**src/rtl/lcd_char_buffer.sv**
```systemverilog
// Character frame buffer for the HD44780 LCD path: cursor/explicit writes, registered read
// port, dirty/ack handshake. Optional clear sweep is built when CHAR_BUF_CLEAR_EN is defined.
module lcd_char_buffer #(
    parameter int          ROWS      = 2,
    parameter int          COLS      = 16,
    parameter int          AW        = 5,
    parameter logic [7:0]  FILL_CHAR = 8'h20
) (
    input  logic          clk,
    input  logic          rst_n,
    input  logic          wr_en,
    input  logic          wr_use_cursor,
    input  logic [AW-1:0] wr_addr,
    input  logic [7:0]    wr_data,
    input  logic          cur_set,
    input  logic [AW-1:0] cur_addr,
    input  logic          clr,
    input  logic [AW-1:0] rd_addr,
    output logic [7:0]    rd_data,
    output logic [AW-1:0] cursor,
    output logic          busy,
    output logic          dirty,
    input  logic          refresh_ack
);

    localparam int            DEPTH   = ROWS * COLS;
    localparam int            IW      = (DEPTH > 1) ? $clog2(DEPTH) : 1;
    localparam logic [AW:0]   DEPTH_L = (AW+1)'(DEPTH);
    localparam logic [AW-1:0] LAST_L  = AW'(DEPTH - 1);

    function automatic logic in_range(input logic [AW-1:0] a);
        return {1'b0, a} < DEPTH_L;
    endfunction

    logic [7:0]    mem_q [DEPTH];
    logic [7:0]    rd_data_q;
    logic [AW-1:0] cursor_q, cursor_d;
    logic          dirty_q, dirty_d;

    logic          busy_w;
    logic          clear_wr;
    logic          clear_done;
    logic [AW-1:0] clr_idx_q;

`ifdef CHAR_BUF_CLEAR_EN
    typedef enum logic {ST_IDLE, ST_CLEAR} state_t;
    state_t state_q;
    logic   busy_q;

    always_ff @(posedge clk) begin
        if (!rst_n) begin
            state_q   <= ST_IDLE;
            busy_q    <= 1'b0;
            clr_idx_q <= '0;
        end else begin
            case (state_q)
                ST_IDLE: begin
                    if (clr) begin
                        state_q   <= ST_CLEAR;
                        busy_q    <= 1'b1;
                        clr_idx_q <= '0;
                    end
                end
                ST_CLEAR: begin
                    if (clr_idx_q == LAST_L) begin
                        state_q <= ST_IDLE;
                        busy_q  <= 1'b0;
                    end else begin
                        clr_idx_q <= clr_idx_q + 1'b1;
                    end
                end
                default: begin
                    state_q <= ST_IDLE;
                    busy_q  <= 1'b0;
                end
            endcase
        end
    end

    assign busy_w     = busy_q;
    assign clear_wr   = (state_q == ST_CLEAR);
    assign clear_done = clear_wr && (clr_idx_q == LAST_L);
`else
    logic unused_clr;
    assign unused_clr = clr;
    assign busy_w     = 1'b0;
    assign clear_wr   = 1'b0;
    assign clear_done = 1'b0;
    assign clr_idx_q  = '0;
`endif

    logic [AW-1:0] wr_tgt;
    logic          wr_ok;
    logic          mem_we;
    logic [AW-1:0] mem_waddr;
    logic [7:0]    mem_wdata;

    assign wr_tgt    = wr_use_cursor ? cursor_q : wr_addr;
    assign wr_ok     = wr_en && !busy_w && in_range(wr_tgt);
    assign mem_we    = clear_wr || wr_ok;
    assign mem_waddr = clear_wr ? clr_idx_q : wr_tgt;
    assign mem_wdata = clear_wr ? FILL_CHAR : wr_data;

    // Storage has no reset; contents survive rst_n and a clear interrupted by reset.
    always_ff @(posedge clk) begin
        if (mem_we) begin
            mem_q[mem_waddr[IW-1:0]] <= mem_wdata;
        end
    end

    always_ff @(posedge clk) begin
        if (!rst_n) begin
            rd_data_q <= 8'h00;
        end else if (in_range(rd_addr)) begin
            rd_data_q <= mem_q[rd_addr[IW-1:0]];
        end else begin
            rd_data_q <= FILL_CHAR;
        end
    end

    // cur_set outranks the post-write advance; the write itself still used the old cursor.
    always_comb begin
        cursor_d = cursor_q;
        if (clear_done) begin
            cursor_d = '0;
        end else if (!busy_w) begin
            if (cur_set) begin
                cursor_d = in_range(cur_addr) ? cur_addr : '0;
            end else if (wr_ok && wr_use_cursor) begin
                cursor_d = (cursor_q == LAST_L) ? '0 : cursor_q + 1'b1;
            end
        end
    end

    always_comb begin
        dirty_d = dirty_q;
        if (refresh_ack) dirty_d = 1'b0;
        if (wr_ok || clear_done) dirty_d = 1'b1;
    end

    always_ff @(posedge clk) begin
        if (!rst_n) begin
            cursor_q <= '0;
            dirty_q  <= 1'b0;
        end else begin
            cursor_q <= cursor_d;
            dirty_q  <= dirty_d;
        end
    end

    assign rd_data = rd_data_q;
    assign cursor  = cursor_q;
    assign busy    = busy_w;
    assign dirty   = dirty_q;

endmodule

```
**config.mk**
```make
export PLATFORM = sky130hd
export DESIGN_NAME = lcd_char_buffer
export DESIGN_NICKNAME = d
export VERILOG_FILES = /design/src/rtl/lcd_char_buffer.sv
export SDC_FILE = /design/constraint.sdc
export NUM_CORES = 1
export LEC_CHECK = 0
export CORE_ASPECT_RATIO = 1.25
export CORE_MARGIN = 3
export CORE_UTILIZATION = 44
export DETAILED_ROUTE_END_ITERATION = 12
export PLACE_DENSITY = 0.7
export SETUP_SLACK_MARGIN = 0.05
export SLEW_MARGIN = 30
export SYNTH_ARGS = -nofsm -noshare
export SYNTH_HDL_FRONTEND = slang
export SYNTH_SLANG_ARGS = --single-unit
export TNS_END_PERCENT = 1
```
**constraint.sdc**
```tcl
create_clock -name clk -period 2.9 [get_ports clk]
set_input_delay 0.725 -clock clk [delete_from_list [all_inputs] [get_ports clk]]
set_output_delay 0.725 -clock clk [all_outputs]
set_load 0.03 [all_outputs]
```
# ---- Word level (Yosys, flattened, before mapping)
# Memory sizes are Yosys's and may differ from the RTL's. A register that Yosys moved wholly into a read port is not among the register bits.
# Cells that the tools add are included.
dict set report op_classes {
  n_addsub 1
  eq_ne 1
  mux 8
  n_reduce_logical 4
}
# operator n
set ops {}
lappend ops {{two-way mux 5 bit} 4}
lappend ops {{adder 5 x 1 -> 5 bit, second input constant} 1}
lappend ops {{== test 5 bit, second input constant} 1}
lappend ops {{two-way mux 1 bit} 4}
lappend ops {{nonzero test 2 bit} 2}
lappend ops {{logical AND 1 bit} 1}
lappend ops {{zero test 1 bit} 1}
dict set report totals {
  ff_bits 6
  mem_bits_rw 256
  in_bits 30
  n_memories 1
}
# memory depth width read_ports rd_ports_with_merged_regs write_ports line
set memory_table {}
lappend memory_table {mem_q 32 8 1 1 1 35} ;# logic [7:0] mem_q [DEPTH];

# ---- Logic depth before layout (Yosys ltp)
# Gate-level depths: netlist (run 1).
dict set report depth {
  depth_word 4
  depth_mapped 7
  depth_no_buf 7
}

# ---- Worst setup path after synthesis (run 1)
# Ideal clock, no wire load.
dict set report synth_path {
  path_type {input to register}
  from {in wr_use_cursor}
  to {mem mem_q[17][0], enable pin}
  setup_ps 370
  arrival_ps 2124
  slack_ps 406
  cell_stages 5
  path_buffers 2
  cell_sequence {clkbuf_1 > clkbuf_1 > mux2i_1 > nand2_1 > nor2_1}
}
dict set report synth_via {
  elab_chain_len 1
}
# element line
set synth_rtl {}
lappend synth_rtl {{start: declaration} 12} ;# input logic wr_use_cursor,
lappend synth_rtl {{two-way mux 5 bit} 98} ;# assign wr_tgt = wr_use_cursor ? cursor_q : wr_addr;
lappend synth_rtl {{end: declaration} 35}
# No other way between the ends.

# ---- Worst setup path after layout (run 1)
dict set report layout_path {
  from {reg cursor_q[1] (netlist: cursor[1])}
  to {out cursor[1]}
}
# element line
set layout_lines {}
lappend layout_lines {{start: declaration} 37} ;# logic [AW-1:0] cursor_q, cursor_d;
lappend layout_lines {{start signal: assignment} 146} ;# cursor_q <= cursor_d;
lappend layout_lines {{end: declaration} 20} ;# output logic [AW-1:0] cursor,
# No word-level cell between the ends.

==> results.ini, run 1 <==
[routing]
drc = 0
ant_nets = 0
wire_per_inst_um = 21.3
drt_wl_total_mm = 20.4
drtPass1Iterations = 5
viasPerCell = 5.48
drtIter0Drc = 439
via_count = 5241

[finish]
antenna_cells = 0
fin_nets = 650
num-fill-cells = 1780
drive_gt1_share_pct = 29.7
fin_cells = 957
area_growth_pct = 18.4

[hold_path]
whs_endpoint = dirty
hold_depth = 2
hp-class = flop to flop
worstHoldStart = dirty

[cts]
clk_latency_ns = 0.52
htree_levels = 1
numCtsBuffers = 25
cts_tree = built
cts_root_buffer = clkbuf_16
clkSlewWorstSetupHoldPaths_ns = 0.06
cts_max_path_buffers = 3
ctsResizeCount = 0
cts.sinks = 270
ctsHoldBuffers = 0
postCtsSetupRepairBufs = 0

[power]
power_density_nw_per_um2 = 651
leakage_nw = 4.11
finalPower_w = 0.00819
worst_ir_drop_vdd_mv = 0.409

[synthesis]
syn_inst = 521
syn_nets = 553
ys_types = 39
syn_area_sq_um = 10600
ys_warn_count = 0
synth.avg_cell_area_sq_um = 20.4
ys_seq_area_share_pct = 75.0
ys_ff_latch = 270

[floorplan]
die_area_sq_um = 26100
start_util_pct = 45.5
fp.dieW_um = 145
die_y_um = 180
std_cell_rows = 62
pin_count = 45
core_area_sq_um = 23300

[worst_setup_path]
critPathBufInv = 1
cp_max_fo = 8
r2r-start = mem_q[12][6]
max_stage_delay_ns = 0.74
reg2regPathDepth = 4
r2r_slack_ns = 1.04
slowest_stage = clkdlybuf4s50_1
worstPathCellList = clkdlybuf4s50_1
path_class = flop to output port
cp.required_ns = 2.17
endpoint_kind = output port
r2r_end = rd_data[6]
startpoint_type = flop
crit_arrival_ns = 1.72
crit_family = buffers and inverters

[placed_design]
place_congestion = 0.825
post-place-cells = 911
hpwl_mm = 13.2
io_buffer_count = 42

[sta]
hold_viol_final = 0
rsz0062_at_grt = no
fin_crit_sh_pct = 84.5
fin_tns_setup_ns = 0
worst_pin_slew_ns = 0.779
fin_worst_skew_ns = 0.0138
drv_slew = 0
maxSlewHeadroom_pct = 47.7
timing.fmax_ghz = 0.408
layout_min_cycle_time_ns = 2.45
setup_viol = 0

[global_route]
grt_use_total_pct = 15.6
grt_max_degree = 42
overflow = 0
grt_pass1_vias = 5457
antenna_found_initial = 0
grt_pass1_wl_mm = 31.9

[outcome]
status = complete, no violations

[flow_run]
cap_violations = 0

cell usage after synthesis:
library cell    n  area share, %
nand2b_1        3           0.18
inv_1           3           0.11
a21o_1          1          0.071
nor2b_1         3           0.18
nand2_1        19           0.67
a21oi_1         2          0.094
and3_1          1          0.059
nor3b_1         3           0.21
clkbuf_1        8           0.28
dfxtp_1        14            2.6
buf_1           2          0.071
a32o_1          1          0.094
o21ai_0         6           0.28
and2_1          4           0.24
buf_2           6           0.28
o21ai_1         2          0.094
o21a_1          1          0.071
o221ai_1        8           0.66
nor2_1         36            1.3
or3_1           1          0.059
edfxtp_1      256             72
or2_2           6           0.35
buf_4           3           0.21
nor4bb_1        1          0.094
buf_6           7           0.74
a31oi_1         8           0.47
o31ai_1         1          0.071
conb_1          1          0.035
a22oi_1         8           0.57
o311a_1         1          0.094
ha_1            2           0.24
mux2i_1         8           0.75
or4b_1          1          0.094
mux4_2         64             14
nand3b_1        2           0.14
o211a_1         2           0.19
nand3_1         4           0.19
nor3_1          2          0.094
mux2_2         20            2.1
layout make-up:
class                   instances  area [sq um]  share of cell area [%]
clock buffers                  34           719                    5.72
clock inverters                12           138                    1.09
inverters                       3          11.3                  0.0896
multi-input cells             222          2470                    19.7
flip-flops and latches        270          7970                    63.4
well taps                     320           400                    3.18
repair buffers                 96           863                    6.87
sequential cells by signal, indices dropped and copies added, names as in the netlist:
| name | cells |
|---|---|
| rd_data | 8 |
| dirty | 1 |
| cursor | 5 |
| mem_q | 256 |
placed cells by master, fill, tap and decap left out, types with 4 or more instances in the layout:
cell | Yosys | routed
mux2_2 | 20 | 20
clkinv_2 | 0 | 7
o21ai_0 | 6 | 6
o221ai_1 | 8 | 8
buf_12 | 0 | 4
mux2i_1 | 8 | 8
nor2_1 | 36 | 36
clkdlybuf4s50_1 | 0 | 39
a31oi_1 | 8 | 8
nand3_1 | 4 | 4
nand2_1 | 19 | 19
and2_1 | 4 | 4
clkbuf_16 | 0 | 25
buf_4 | 3 | 51
or2_2 | 6 | 6
clkbuf_8 | 0 | 6
mux4_2 | 64 | 64
edfxtp_1 | 256 | 256
dfxtp_1 | 14 | 14
a22oi_1 | 8 | 8
how the worst max path moves through the flow:
stage                     cells after the start     startpoint  slack (ns)            to
after detailed placement                      6  wr_use_cursor        0.20   mem_q[5][3]
after floorplan                               5  wr_use_cursor        0.41  mem_q[17][0]
after global placement                        6  wr_use_cursor        0.21  mem_q[12][5]
after CTS                                     1      cursor[1]        0.43     cursor[1]
after global routing                          1      cursor[3]        0.40     cursor[3]
final                                         1      cursor[1]        0.45     cursor[1]
cells by family (layout without fill, tap and decap cells):
family	after synthesis	in the layout	share of synthesized area, %
simple gates	86	86	3.83
buf+inv	29	145	1.70
mux	92	92	16.4
fa+ha+maj	2	2	0.236
compound gates	41	41	2.76
other cells	1	1	0.0353
flops	270	270	75.0
per-layer routing:
layer  wire [um]  vias up  global-route usage, %  part of all wire [%]
met5           0        -                      0                     0
met4         646        0                   6.01                   3.2
met3         856       33                   1.91                   4.2
met2       10300      136                   26.8                    50
met1        8600     2731                   20.6                    42
li1            -     2341                      -                     -
stage by stage:
stage                     util (%)  area, sq um  hold slack, ns  setup slack [ns]
after global routing          53.9        12600           0.624             0.402
after global placement        50.2        11700           0.562             0.210
final                         53.9        12600           0.590             0.451
after CTS                     53.9        12600           0.601             0.427
after floorplan                  -        10600           0.736             0.406
after detailed placement      50.2        11700           0.585             0.204
power by group:
part           switching, W  total (W)  internal, W  leakage [nW]
Sequential        0.0000189    0.00433      0.00431          2.42
Combinational      0.000293   0.000530     0.000237          1.25
Clock               0.00132    0.00333      0.00200         0.431
Total               0.00164    0.00819      0.00655          4.11
Power figures use the tool's default switching activity.
==> run 2, diff against run 1 <==
Clock period 2.9 ns to 2.5 ns, I/O delays scaled along.
==> results.ini, run 2 (synthesis results as in run 1) <==
[flow_run]
cap_violations = 0

[cts]
numCtsBuffers = 25
postCtsSetupRepairBufs = 0
cts_root_buffer = clkbuf_16
cts.sinks = 270
ctsResizeCount = 0
htree_levels = 1
cts_tree = built
clkSlewWorstSetupHoldPaths_ns = 0.06
clk_latency_ns = 0.52
cts_max_path_buffers = 3
ctsHoldBuffers = 0

[sta]
whs_ns = 0.622
layout_min_cycle_time_ns = 2.36
drv_slew = 0
fin_worst_skew_ns = 0.0158
fin_ws_ns = 0.144
timing.fmax_ghz = 0.424
rsz0062_at_grt = no
worst_pin_slew_ns = 0.819
setup_viol = 0
maxSlewHeadroom_pct = 45.0
hold_viol_final = 0
fin_tns_setup_ns = 0
fin_crit_sh_pct = 94.2

[floorplan]
fp.dieW_um = 145
pin_count = 45
std_cell_rows = 62
core_area_sq_um = 23300
die_area_sq_um = 26100
start_util_pct = 45.5
die_y_um = 180

[outcome]
status = complete, no violations

[worst_setup_path]
path_class = flop to output port
r2r-start = cursor[0]
cp.required_ns = 1.88
startpoint_type = flop
cp_max_fo = 8
reg2regPathDepth = 4
slowest_stage = clkdlybuf4s50_1
r2r_slack_ns = 0.61
crit_arrival_ns = 1.73
critPathBufInv = 1
r2r_end = mem_q[0][0]
max_stage_delay_ns = 0.73
crit_family = buffers and inverters
worstPathCellList = clkdlybuf4s50_1
endpoint_kind = output port

[routing]
drtIter0Drc = 529
drt_wl_total_mm = 20.8
viasPerCell = 5.39
drtPass1Iterations = 7
ant_nets = 0
wire_per_inst_um = 21.5
drc = 0
via_count = 5210

[global_route]
gr-usage-met1_pct = 21.6
grt_use_met3_pct = 2.19
grt_pass1_vias = 5589
antenna_found_initial = 0
grt_pass1_wl_mm = 32.7
grt_use_total_pct = 16.2
met2_usage_pct = 27.7
overflow = 0
grt_max_degree = 33
top_usage_layer = met2

[placed_design]
place_congestion = 0.860
place_ws_ns = -0.171
hpwl_mm = 13.8
post-place-cells = 920
io_buffer_count = 42

[power]
power_density_nw_per_um2 = 727
leakage_nw = 4.10
finalPower_w = 0.00914
worst_ir_drop_vdd_mv = 0.571

[hold_path]
hold_depth = 2
worstHoldStart = dirty
whs_endpoint = dirty
hp-class = flop to flop

[finish]
largest_reg_flops = 256
layout_commonest_cell = edfxtp_1
antenna_cells = 0
fin_nets = 659
drive_gt1_share_pct = 29.6
layout_common_cells = edfxtp_1, mux4_2, buf_4, clkdlybuf4s50_1, nor2_1
area_growth_pct = 18.3
fin_cells = 966

[run 2: cell types whose count changed in the layout (fill, tap and decap cells not counted), sizes merged]
cell	before	now
clkinv	8	7
clkbuf	34	38
bufinv	3	0
buf	57	66
[run 2: where the power goes]
part,total [W],internal [W],switching (W)
registers,0.00503,0.00500,0.0000223
logic,0.000635,0.000290,0.000345
clock network,0.00348,0.00194,0.00154
total,0.00914,0.00724,0.00190
[run 2: metrics by stage]
step	cell area [sq um]	utilization (%)
3_5_place_dp	11800	50.6
2_1_floorplan	10600	-
5_1_grt	12600	53.8
3_3_place_gp	11800	50.6
4_1_cts	12600	53.8
6_report	12600	53.8
[run 2: area by class of cell]
cell class,count,area (sq um)
clock buffers,38,704
clock inverters,8,42.5
fillers,1770,10800
inverters,3,11.3
multi-input cells,222,2470
flip-flops and latches,270,7970
well taps,320,400
repair buffers,105,968
[run 2: metal layers]
| layer | part of all wire (%) | vias up |
|---|---|---|
| met1 | 41 | 2667 |
| met2 | 51 | 159 |
| li1 | - | 2352 |
| met5 | 0 | - |
| met3 | 4.7 | 32 |
| met4 | 2.9 | 0 |
[run 2: worst max-delay path by stage]
stage                        startpoint  cells after the start      endpoint
after global placement    wr_use_cursor                      6  mem_q[12][6]
after floorplan           wr_use_cursor                      5  mem_q[17][0]
final                         cursor[0]                      1     cursor[0]
after global routing          cursor[3]                      1     cursor[3]
after detailed placement  wr_use_cursor                      6  mem_q[12][6]
after CTS                     cursor[0]                      1     cursor[0]
==> run 3, diff against run 2 <==
Settings changed: MAX_ROUTING_LAYER set to met4.
==> results.ini, run 3 (synthesis results as in run 1) <==
[power]
leakage_nw = 4.10
power_density_nw_per_um2 = 727
worst_ir_drop_vdd_mv = 0.571

[routing]
route.met3.wl_mm = 1.01
drtPass1Iterations = 5
wl_met2_mm = 10.7
drt-met1-wl_mm = 8.52
drtIter0Drc = 550
viasPerCell = 5.39
drt_wl_total_mm = 20.8
drc = 0
ant_nets = 0
wire_per_inst_um = 21.6
via_count = 5209
top_layer = met4

[placed_design]
post-place-cells = 920
place_ws_ns = -0.171
place_congestion = 0.875
hpwl_mm = 13.8
io_buffer_count = 42

[global_route]
grt_pass1_vias = 5580
overflow = 0
antenna_found_initial = 0
grt_max_degree = 33
grt_use_total_pct = 16.7
grt_pass1_wl_mm = 32.8

[hold_path]
hp-class = flop to flop
hold_depth = 2
worstHoldStart = dirty

[sta]
setup_viol = 0
fin_ws_ns = 0.136
layout_min_cycle_time_ns = 2.36
maxSlewHeadroom_pct = 44.9
worst_pin_slew_ns = 0.821
hold_viol_final = 0
drv_slew = 0
timing.fmax_ghz = 0.423
fin_worst_skew_ns = 0.0131
fin_crit_sh_pct = 94.6
rsz0062_at_grt = no

[worst_setup_path]
critPathBufInv = 1
path_class = flop to output port
cp_max_fo = 8
r2r-start = cursor[0]
reg2regPathDepth = 5
worstPathCellList = clkdlybuf4s50_1
crit_arrival_ns = 1.74
slowest_stage = clkdlybuf4s50_1
max_stage_delay_ns = 0.73
cp.required_ns = 1.88
crit_family = buffers and inverters
endpoint_kind = output port
crit_start = cursor[0]
crit_cells = 1
startpoint_type = flop

[floorplan]
start_util_pct = 45.5
core_area_sq_um = 23300
fp.dieW_um = 145
std_cell_rows = 62
die_y_um = 180
die_area_sq_um = 26100
pin_count = 45

[finish]
drive_gt1_share_pct = 29.6
largest_reg_flops = 256
layout_common_cells = edfxtp_1, mux4_2, buf_4, clkdlybuf4s50_1, nor2_1
fin_nets = 659
fin_cells = 966
area_growth_pct = 18.3
antenna_cells = 0
layout_commonest_cell = edfxtp_1
utilization_pct = 53.8

[cts]
ctsHoldBuffers = 0
postCtsSetupRepairBufs = 0
htree_levels = 1
numCtsBuffers = 25
cts_root_buffer = clkbuf_16
cts_max_path_buffers = 3
clk_latency_ns = 0.52
cts.sinks = 270
ctsResizeCount = 0
cts_tree = built
clkSlewWorstSetupHoldPaths_ns = 0.06

[flow_run]
cap_violations = 0

[outcome]
status = complete, no violations

==> run 3: area by class of cell <==
cell class                      instances  area, sq um
Sequential cell                       270         7970
Multi-Input combinational cell        222         2470
Clock buffer                           38          704
Clock inverter                          8         42.5
Tap cell                              320          400
Timing Repair Buffer                  105          968
Inverter                                3         11.3
Fill cell                            1770        10800
==> run 3: final timing paths <==
check	end	slack [ns]
worst max-delay path	cursor[0]	0.14
worst min-delay path	dirty	0.62
worst max register to register	mem_q[1][7]	0.61
worst min register to register	dirty	0.62
==> run 3: per-stage QoR <==
step	hold slack (ns)	total power (W)	setup TNS, ns	cell area [sq um]
detailed placement	0.598	0.00576	-13.85	11800
global placement	0.566	0.00574	-9.17	11800
global route	0.677	0.00946	0	12600
floorplan	0.724	0.00547	0	10600
CTS	0.630	0.00922	0	12600
finish	0.623	0.00914	0	12600
==> run 3: layer usage <==
layer | global-route usage [%] | vias to the layer above
met5 | - | -
met4 | 5.59 | 0
met3 | 2.07 | 35
met2 | 27.7 | 161
met1 | 21.8 | 2662
li1 | - | 2351
==> run 3: power by group <==
group | switching [W] | total [W] | internal (W)
combinational | 0.000345 | 0.000635 | 0.000290
sequential | 0.0000227 | 0.00503 | 0.00500
clock | 0.00153 | 0.00348 | 0.00194
total | 0.00190 | 0.00914 | 0.00724
